$ cat src/rtl/cgra_route_pkg.sv
// Shared types and mesh index helpers for the CGRA XY edge router.
package cgra_route_pkg;

  localparam int BYP_W  = 4;   // storage width of a node bypass counter
  localparam int NODE_W = 16;  // storage width of a node index on the path stack

  typedef enum logic [1:0] {
    DIR_BOT   = 2'd0,
    DIR_TOP   = 2'd1,
    DIR_LEFT  = 2'd2,
    DIR_RIGHT = 2'd3
  } dir_e;

  typedef enum logic [2:0] {
    S_IDLE   = 3'd0,
    S_CLEAR  = 3'd1,
    S_CHECK  = 3'd2,
    S_EVAL   = 3'd3,
    S_UNWIND = 3'd4,
    S_RESP   = 3'd5
  } state_e;

  typedef struct packed {
    logic [3:0]       links;
    logic [BYP_W-1:0] byp;
  } node_t;

  typedef struct packed {
    logic [NODE_W-1:0] node;
    dir_e              dir;
  } stack_entry_t;

  function automatic int idx2x(input int idx, input int grid_w);
    return idx % grid_w;
  endfunction

  function automatic int idx2y(input int idx, input int grid_w);
    return idx / grid_w;
  endfunction

  function automatic int neighbour(input int idx, input dir_e d, input int grid_w);
    case (d)
      DIR_RIGHT: return idx + 1;
      DIR_LEFT:  return idx - 1;
      DIR_TOP:   return idx - grid_w;
      DIR_BOT:   return idx + grid_w;
      default:   return idx;
    endcase
  endfunction

endpackage

$ cat src/rtl/cgra_node_table.sv
// Per-PE link/bypass table: one write port, clear-all and two combinational read ports.
module cgra_node_table
  import cgra_route_pkg::*;
#(
  parameter int NODES = 16,
  parameter int AW    = 4
) (
  input  logic          clk,
  input  logic          reset,
  input  logic          clr_all,
  input  logic          wr_en,
  input  logic [AW-1:0] wr_addr,
  input  dir_e          wr_dir,
  input  logic          wr_set,
  input  logic          byp_inc,
  input  logic          byp_dec,
  input  logic [AW-1:0] eval_addr,
  output node_t         eval_node,
  input  logic [AW-1:0] insp_addr,
  output node_t         insp_node
);

  node_t nodes_r [NODES];
  logic  wr_in_range_s;
  logic  eval_in_range_s;
  logic  insp_in_range_s;

  // address range qualification (NODES need not be a power of two)
  always_comb begin
    wr_in_range_s   = ({1'b0, wr_addr}   < (AW+1)'(NODES));
    eval_in_range_s = ({1'b0, eval_addr} < (AW+1)'(NODES));
    insp_in_range_s = ({1'b0, insp_addr} < (AW+1)'(NODES));
  end

  // table update: reset/clear-all wins over the single write port
  always_ff @(posedge clk) begin
    if (reset || clr_all) begin
      for (int i = 0; i < NODES; i++) nodes_r[i] <= '0;
    end else if (wr_en && wr_in_range_s) begin
      nodes_r[wr_addr].links[wr_dir] <= wr_set;
      if (byp_inc) begin
        nodes_r[wr_addr].byp <= nodes_r[wr_addr].byp + BYP_W'(1);
      end else if (byp_dec) begin
        nodes_r[wr_addr].byp <= nodes_r[wr_addr].byp - BYP_W'(1);
      end
    end
  end

  // combinational read ports
  always_comb begin
    if (eval_in_range_s) eval_node = nodes_r[eval_addr];
    else                 eval_node = '0;
    if (insp_in_range_s) insp_node = nodes_r[insp_addr];
    else                 insp_node = '0;
  end

endmodule

$ cat src/rtl/cgra_xy_router_chk.sv
// Protocol and bound checks for cgra_xy_router; no functional logic.
module cgra_xy_router_chk #(
  parameter int SD = 6,
  parameter int HW = 3
) (
  input logic          clk,
  input logic          reset,
  input logic          push,
  input logic [HW-1:0] sp,
  input logic          res_valid,
  input logic          res_ready,
  input logic          res_ok,
  input logic [HW-1:0] res_hops
);

  a_stack_bound: assert property (@(posedge clk) disable iff (reset)
    push |-> (int'(sp) < SD));

  a_resp_hold: assert property (@(posedge clk) disable iff (reset)
    (res_valid && !res_ready) |=> (res_valid && $stable(res_ok) && $stable(res_hops)));

endmodule

$ cat src/rtl/cgra_xy_router.sv
// Greedy XY edge router over a GRID_W x GRID_H mesh with rip-up of failed partial paths.
module cgra_xy_router
  import cgra_route_pkg::*;
#(
  parameter int GRID_W     = 4,
  parameter int GRID_H     = 4,
  parameter int MAX_BYPASS = 2,
  parameter int NODES      = GRID_W * GRID_H,
  parameter int AW         = $clog2(NODES),
  parameter int SD         = GRID_W + GRID_H - 2
) (
  input  logic                            clk,
  input  logic                            reset,
  input  logic                            clr_start,
  output logic                            busy,
  input  logic                            edge_valid,
  output logic                            edge_ready,
  input  logic [AW-1:0]                   edge_src,
  input  logic [AW-1:0]                   edge_dst,
  output logic                            res_valid,
  input  logic                            res_ready,
  output logic                            res_ok,
  output logic [$clog2(SD+1)-1:0]         res_hops,
  input  logic [AW-1:0]                   rd_addr,
  output logic [3:0]                      rd_links,
  output logic [$clog2(MAX_BYPASS+1)-1:0] rd_byp
);

  localparam int HW = $clog2(SD + 1);
  localparam int BW = $clog2(MAX_BYPASS + 1);

  state_e        state_r;
  logic [AW-1:0] src_r, dst_r, cur_r;
  logic          first_r;
  logic [HW-1:0] sp_r;
  stack_entry_t  stack_r [SD];
  logic          res_valid_r, res_ok_r;
  logic [HW-1:0] res_hops_r;

  node_t         cur_node_s, insp_node_s;
  int            cur_x_s, cur_y_s, dst_x_s, dst_y_s;
  dir_e          h_dir_s, v_dir_s, move_dir_s;
  logic          move_ok_s, at_dst_s, out_of_range_s, push_s;
  stack_entry_t  top_s;
  logic          tbl_wr_en_s, tbl_wr_set_s, tbl_inc_s, tbl_dec_s, tbl_clr_s;
  logic [AW-1:0] tbl_wr_addr_s;
  dir_e          tbl_wr_dir_s;

  function automatic logic legal(input node_t n, input dir_e d, input logic first);
    return (n.links[d] == 1'b0) && (first || (int'(n.byp) < MAX_BYPASS));
  endfunction

  // next-hop selection: horizontal first, vertical as fallback
  always_comb begin
    cur_x_s    = idx2x(int'(cur_r), GRID_W);
    cur_y_s    = idx2y(int'(cur_r), GRID_W);
    dst_x_s    = idx2x(int'(dst_r), GRID_W);
    dst_y_s    = idx2y(int'(dst_r), GRID_W);
    h_dir_s    = (dst_x_s > cur_x_s) ? DIR_RIGHT : DIR_LEFT;
    v_dir_s    = (dst_y_s > cur_y_s) ? DIR_BOT : DIR_TOP;
    move_ok_s  = 1'b0;
    move_dir_s = DIR_BOT;
    if ((dst_x_s != cur_x_s) && legal(cur_node_s, h_dir_s, first_r)) begin
      move_ok_s  = 1'b1;
      move_dir_s = h_dir_s;
    end else if ((dst_y_s != cur_y_s) && legal(cur_node_s, v_dir_s, first_r)) begin
      move_ok_s  = 1'b1;
      move_dir_s = v_dir_s;
    end else begin
      move_ok_s  = 1'b0;
    end
    at_dst_s       = (cur_r == dst_r);
    out_of_range_s = ({1'b0, src_r} >= (AW+1)'(NODES)) || ({1'b0, dst_r} >= (AW+1)'(NODES));
    push_s         = (state_r == S_EVAL) && !at_dst_s && move_ok_s;
    top_s          = (sp_r == '0) ? stack_r[0] : stack_r[sp_r - HW'(1)];
  end

  // table write-port decode; slot 0 is the source PE, which never counted a bypass
  always_comb begin
    tbl_wr_en_s   = 1'b0;
    tbl_wr_addr_s = cur_r;
    tbl_wr_dir_s  = move_dir_s;
    tbl_wr_set_s  = 1'b1;
    tbl_inc_s     = 1'b0;
    tbl_dec_s     = 1'b0;
    tbl_clr_s     = (state_r == S_CLEAR);
    case (state_r)
      S_EVAL: begin
        if (push_s) begin
          tbl_wr_en_s = 1'b1;
          tbl_inc_s   = !first_r;
        end else begin
          tbl_wr_en_s = 1'b0;
        end
      end
      S_UNWIND: begin
        if (sp_r != '0) begin
          tbl_wr_en_s   = 1'b1;
          tbl_wr_addr_s = top_s.node[AW-1:0];
          tbl_wr_dir_s  = top_s.dir;
          tbl_wr_set_s  = 1'b0;
          tbl_dec_s     = (sp_r != HW'(1));
        end else begin
          tbl_wr_en_s = 1'b0;
        end
      end
      default: tbl_wr_en_s = 1'b0;
    endcase
  end

  cgra_node_table #(.NODES(NODES), .AW(AW)) u_table (
    .clk       (clk),
    .reset     (reset),
    .clr_all   (tbl_clr_s),
    .wr_en     (tbl_wr_en_s),
    .wr_addr   (tbl_wr_addr_s),
    .wr_dir    (tbl_wr_dir_s),
    .wr_set    (tbl_wr_set_s),
    .byp_inc   (tbl_inc_s),
    .byp_dec   (tbl_dec_s),
    .eval_addr (cur_r),
    .eval_node (cur_node_s),
    .insp_addr (rd_addr),
    .insp_node (insp_node_s)
  );

  // routing FSM with registered result stream
  always_ff @(posedge clk) begin
    if (reset) begin
      state_r     <= S_IDLE;
      src_r       <= '0;
      dst_r       <= '0;
      cur_r       <= '0;
      first_r     <= 1'b0;
      sp_r        <= '0;
      res_valid_r <= 1'b0;
      res_ok_r    <= 1'b0;
      res_hops_r  <= '0;
      for (int i = 0; i < SD; i++) stack_r[i] <= '0;
    end else begin
      case (state_r)
        S_IDLE: begin
          if (clr_start) begin
            state_r <= S_CLEAR;
          end else if (edge_valid) begin
            src_r   <= edge_src;
            dst_r   <= edge_dst;
            cur_r   <= edge_src;
            first_r <= 1'b1;
            sp_r    <= '0;
            state_r <= S_CHECK;
          end
        end
        S_CLEAR: state_r <= S_IDLE;
        S_CHECK: begin
          if (out_of_range_s) begin
            res_ok_r    <= 1'b0;
            res_hops_r  <= '0;
            res_valid_r <= 1'b1;
            state_r     <= S_RESP;
          end else begin
            state_r <= S_EVAL;
          end
        end
        S_EVAL: begin
          if (at_dst_s) begin
            res_ok_r    <= 1'b1;
            res_hops_r  <= sp_r;
            res_valid_r <= 1'b1;
            state_r     <= S_RESP;
          end else if (move_ok_s) begin
            stack_r[sp_r] <= '{node: NODE_W'(cur_r), dir: move_dir_s};
            sp_r          <= sp_r + HW'(1);
            cur_r         <= AW'(neighbour(int'(cur_r), move_dir_s, GRID_W));
            first_r       <= 1'b0;
          end else begin
            state_r <= S_UNWIND;
          end
        end
        S_UNWIND: begin
          if (sp_r == '0) begin
            res_ok_r    <= 1'b0;
            res_hops_r  <= '0;
            res_valid_r <= 1'b1;
            state_r     <= S_RESP;
          end else begin
            sp_r <= sp_r - HW'(1);
          end
        end
        S_RESP: begin
          if (res_ready) begin
            res_valid_r <= 1'b0;
            state_r     <= S_IDLE;
          end
        end
        default: state_r <= S_IDLE;
      endcase
    end
  end

  assign busy       = (state_r != S_IDLE);
  assign edge_ready = (state_r == S_IDLE);
  assign res_valid  = res_valid_r;
  assign res_ok     = res_ok_r;
  assign res_hops   = res_hops_r;
  assign rd_links   = insp_node_s.links;
  assign rd_byp     = insp_node_s.byp[BW-1:0];

  cgra_xy_router_chk #(.SD(SD), .HW(HW)) u_chk (
    .clk       (clk),
    .reset     (reset),
    .push      (push_s),
    .sp        (sp_r),
    .res_valid (res_valid_r),
    .res_ready (res_ready),
    .res_ok    (res_ok_r),
    .res_hops  (res_hops_r)
  );

endmodule

$ cat config.mk
export PLATFORM = sky130hd
export DESIGN_NAME = cgra_xy_router
export DESIGN_NICKNAME = d
export VERILOG_FILES = /design/src/rtl/cgra_route_pkg.sv /design/src/rtl/cgra_node_table.sv /design/src/rtl/cgra_xy_router_chk.sv /design/src/rtl/cgra_xy_router.sv
export SDC_FILE = /design/constraint.sdc
export NUM_CORES = 1
export LEC_CHECK = 0
export ABC_AREA = 1
export BUFFER_PORTS_ARGS = -buffer_cell sky130_fd_sc_hd__buf_4
export CORE_ASPECT_RATIO = 1.2
export CORE_MARGIN = 5
export CORE_UTILIZATION = 50
export DETAILED_ROUTE_END_ITERATION = 8
export HOLD_SLACK_MARGIN = 0.12
export PLACE_DENSITY = 0.7
export SLEW_MARGIN = 5
export SYNTH_ARGS = -nofsm -noshare
export SYNTH_HDL_FRONTEND = slang
export SYNTH_SLANG_ARGS = --single-unit
$ cat constraint.sdc
create_clock -name clk -period 5 [get_ports clk]
set_clock_uncertainty 0.1 [all_clocks]
set_input_delay 0.25 -clock clk [delete_from_list [all_inputs] [get_ports clk]]
set_output_delay 0.25 -clock clk [all_outputs]
set_load 0.01 [all_outputs]
======== Yosys cells after proc, flatten, opt, wreduce, memory -nomap -nowiden ========
Memory sizes are Yosys's and may differ from the RTL's. A register that Yosys moved wholly into a read port is not among the register bits.
Cells that the tools add are included.
storage, ports and cells
  RAM bits ................................ 164
  bits in registers ....................... 20
  memories kept ........................... 2
  bits of input ports ..................... 17
memory list
  memory           words  width  read ports  clocked after memory_dff  write ports  line                   text
  u_table.nodes_r  16     8      3           1                         16           cgra_node_table.sv:23  node_t nodes_r [NODES];
  stack_r          6      6      2           0                         6            cgra_xy_router.sv:36   stack_entry_t stack_r [SD];
operators by class
  reductions and logical operators ........ 28
  order comparisons ....................... 7
  $add $sub $neg .......................... 8
  bitwise operators ....................... 4
  multiplexer cells ....................... 89
  eq/ne operators ......................... 22
operators by type and width
  kind                   count
  $mux W1                45
  $mux W4                11
  $mux W3                14
  $ne A2 B2 Y1 const B   8
  $pmux W4 S4            1
  $pmux W3 S5            1
  $mux W6                2
  $reduce_bool A3 Y1     4
  $pmux W3 S3            1
  $add A4 B1 Y4 const B  2
  $mux W8                1
  $pmux W4 S2            1
  $reduce_and A4 Y1      2
  $reduce_or A8 Y1       1
  $sub A4 B1 Y4 const B  2
  $logic_and A1 B1 Y1    7
  $eq A3 B2 Y1 const B   2
  $eq A3 B3 Y1 const B   2
  $logic_not A3 Y1       2
  $lt A2 B3 Y1 const B   2
  $mux W2                3
  $ne A3 B3 Y1 const B   2
  $pmux W1 S2            3
  $pmux W3 S2            1
  other kinds (28)       38

======== Depth between registers and ports, before layout ========
  depth after elaboration ................. 19
  mapped depth ............................ 30

======== Modules after synthesis ========
A second synthesis with hierarchy kept.
unflattened totals
  cell total of the unflattened synthesis .. 1509
  area total of the unflattened synthesis .. 11989.0 sq um
by module, submodules not included
  module           instances  cells each  area an instance (sq um)  seq. area each (sq um)
  cgra_node_table  1          1107        8436.8                    3843.7
  cgra_xy_router   1          402         3552.2                    1841.8

======== Worst setup path after synthesis ========
No wires, ideal clock.
  path type ............................... reg2reg
  start point ............................. reg sp_r[0]
  end point ............................... mem u_table.nodes_r[0][2] (netlist bit) (data pin)
  arrival ................................. 4.122 ns
  setup time .............................. 0.266 ns
  cell stages (with the launch flop) ...... 26
  clock period less this slack ............ 4.488 ns
  path slack .............................. 0.512 ns
  cell sequence ........................... dfxtp_1 > buf_6 > inv_2 > buf_6 > buf_6 > clkbuf_1 > ha_1 > buf_2 > inv_1 > nand3_1 > nand3_1 > nand3_4 > buf_4 > nand3b_1 > nand2_1 > nand2_1 > nand2_1 > nand2_1 > nand2_2 > nor2_8 > buf_1 > inv_1 > fa_1 > xor2_1 > clkbuf_1 > nor2_1
RTL lines
  element                 line                   text
  start, declared         cgra_xy_router.sv:35   logic [HW-1:0] sp_r;
  start signal, assigned  cgra_xy_router.sv:173  sp_r <= sp_r + HW'(1);
  start signal, assigned  cgra_xy_router.sv:187  sp_r <= sp_r - HW'(1);
  end, declared           cgra_node_table.sv:23

==> impl_results.md <==
* Clk slew on worst S/H paths at 0.07 ns
* Req. time, crit path at 5.09 ns
* Starting DRT DRC Count at 825
* Register cell area after layout at 5767 um2
* Synth unique cells at 43
* Most used cell, CP: nand2_1
* Status: complete, no violations
* Achievable frequency at 0.2165 GHz
* Crit path max fanout at 19
* Vias in the first global route at 9334
* Mean post-synth cell area at 8.245 um2
* Final setup violation count at 0
* Number of H-tree levels at 4
* Routed wire length per instance at 17.96 um
* Setup crit end kind: flop
* Period minus WS final at 4.618 ns
* CP peak stage delay at 0.68 ns
* Synth warn at 0
* Setup_tns at 0 ns
* Remaining DRCs at 0
* Filler Cells Inserted at 2129
* Clk pwr share at 22.6%
* Max clock buf depth at 2
* Initial antenna violation count at 0
* Die extent in x at 149.6 um
* Most frequent cells in the layout: nand2_1, nor2_1, edfxtp_1
* Beginning of the critical path: sp_r[1]$_SDFFE_PP0P_
* Vias per cell at 5.660
* Commonest non-fill, non-tap cell in the layout: nand2_1
* Core area at 23130 um2
* Die height at 177.5 um
* RSZ-0062 raised after global routing: no
* Number of I/O port buffers at 29
* Final ANT Viol Nets at 0
* Multi-input logic area at 4891 um2
* Startpoint types: flop
* GR Util All Layers at 23.96%
* Syn Nets at 1449
* Worst rel slew slack at 34.74%
* Max Cap Violations at 0
* Total congestion overflow at 0
* Crit Reg-Reg Startpoint: sp_r[1]$_SDFFE_PP0P_
* Fin nets at 1441
* CTS tree: done
* Hold crit path type: in2reg
* Leak pwr at 4.979 nW
* Sw Ratio at 40.79%
* #FFs+latches synth at 200
* GPL Wtd Cong at 0.9359
* Net Sw Power at 2.410 mW
* Area Overhead vs Synth at 7.652%
* Inserted Clock Buffers at 17
* Die area at 26550 um2
* Share of cells above drive strength 1 at 10.26%
* Cell count after synthesis at 1418
* Largest net degree at the start of global routing at 96
* # rows at 61
* Flop pwr share at 39.3%
* Tot Pwr at 5.909 mW
* Synthesized cell area at 11690 um2
* Hold Crit Start: res_ready
* Clk root buf: clkbuf_16
* IO Pins at 30
* Combinational Power Share at 38.1%
* Hold Vio Cnt, Final at 0
* Worst skew pair latency at 0.44 ns
* Maximum VDD drop at 293.0 uV
* Max-slew violation count at 0
* First-pass GRT wire length at 49.58 mm
* Drt pass-1 iters at 7
* Dpl hpwl at 21.71 mm
* Crit path cell chain: inv_1 -> ha_1 -> inv_1 -> nor2_1 -> o21ai_0 -> nand3_1 -> nand3_1 -> nand2_1 -> buf_4 -> nand2_1 -> o22ai_1 -> o21ai_0 -> nand2_1 -> nor2_1 -> ha_1 -> a21oi_1 -> inv_1 -> a21oi_1 -> nand2_1 -> nand2_4 -> nor2_1
* CP max-delay cell: ha_1
* Slew @ Worst Pin at 0.9714 ns
* Seq/Total Area, Yosys at 49.32%
* Period utilisation layout at 92.36%
* Critical path class: reg2reg
* Worst endpoint data arrival time at 4.71 ns
* DRT Wirelength at 31.21 mm
* N_diodes at 0
* PD cells at 469.5 nW/um2
* Initial Util at 50.55%
* Via Count at 9837
* CTS sink count at 200
* Internal power at 3.499 mW
power by group through the flow:
stage | clock [mW] | sequential, mW | combinational [mW]
after floorplan | 0 | 2.25 | 1.68
after global placement | 0 | 2.35 | 2.15
after detailed placement | 0 | 2.35 | 2.19
after CTS | 1.35 | 2.32 | 2.21
after global routing | 1.42 | 2.35 | 2.48
final | 1.33 | 2.32 | 2.25
sequential cells by signal, summed over array words and instances, names as in the netlist, named ones only:
signal           count
u_table.nodes_r    128
stack_r             48
cur_r                4
dst_r                4
res_hops             3
sp_r                 3
state_r              3
first_r              1
res_ok               1
res_valid            1
through the flow:
step           area, um2  worst slack (ns)  std cells  hold slack (ns)  util [%]
3_5_place_dp       11920            0.2880       1695           0.3560     51.53
4_1_cts            12580            0.2762       1738           0.1860     54.38
3_3_place_gp       11920            0.4861       1695           0.3547     51.53
5_1_grt            12590           0.01210       1738           0.2677     54.42
2_1_floorplan      11690            0.5121       1418           0.2285         -
6_report           12590            0.3820       1738           0.1980     54.42
synth_stat cells (all sizes together):
master	instances	area, um2
a211oi	3	22.52
a21oi	74	374.1
a31oi	1	6.260
buf	45	365.4
clkbuf	37	140.1
dfxtp	24	480.5
edfxtp	176	5285
fa	2	40.04
ha	12	150.1
inv	145	544.3
mux2i	1	10.01
nand2	321	1295
nand3	85	457.9
nand3b	17	127.6
nand4	2	12.51
nor2	233	945.9
nor3	36	205.2
o2111ai	1	8.760
o211ai	34	255.2
o21ai	132	660.6
o221ai	9	78.83
o22ai	19	118.9
o31ai	1	21.27
o32ai	1	8.760
xnor2	4	42.55
xor2	3	33.79
cells by family after synthesis:
| family | count (synthesis) | synth area share, % |
|---|---|---|
| AND/OR/NAND/NOR | 694 | 26.04 |
| AO/OA/AOI/OAI | 275 | 13.30 |
| buffers and inverters | 227 | 8.979 |
| flip-flops | 200 | 49.32 |
| adder cells (fa/ha/maj) | 14 | 1.627 |
| XOR/XNOR | 7 | 0.6530 |
| multiplexers | 1 | 0.08562 |
what timing repair did:
action / 4_1_cts / 5_1_grt
hold endpoints to repair: 23 / 0
buffers inserted: 0 / 0
resized for setup: 0 / 2
hold buffers: 11 / 0
endpoints found under the setup margin: 0 / 31
area by class of cell:
| class | instances | area share [%] |
|---|---|---|
| inverters | 145 | 4.324 |
| well taps | 315 | 3.132 |
| multi-input cells | 991 | 38.86 |
| flip-flops and latches | 200 | 45.82 |
| repair buffers | 55 | 3.499 |
| clock buffers | 20 | 3.470 |
| clock inverters | 12 | 0.8947 |
layer usage:
metal  GRT usage [%]  vias to the layer above  wire length (um)
met2           41.08                      465             15450
met3           2.937                       88              2192
met5               0                        -                 0
met1           30.59                     4539             12440
met4           10.26                        0              1132
li1                -                     4745                 -
worst max-delay path, delay by kind of cell, from the launching register on:
| kind | cells | cell delay [ns] |
|---|---|---|
| AO/OA/AOI/OAI | 5 | 0.84 |
| flip-flops | 1 | 0.35 |
| adder cells (fa/ha/maj) | 2 | 1.01 |
| buffers and inverters | 4 | 0.63 |
| AND/OR/NAND/NOR | 10 | 1.40 |
worst paths after layout:
path	end	slack, ns	depth (start not counted)
min reg2reg	res_valid$_SDFFE_PP0P_	0.36	2
min	res_valid$_SDFFE_PP0P_	0.20	6
max reg2reg	u_table.nodes_r[7][3]$_SDFFCE_PN0P_	0.38	21
max	u_table.nodes_r[7][3]$_SDFFCE_PN0P_	0.38	21
No activity file was read; power rests on OpenSTA's default activity.
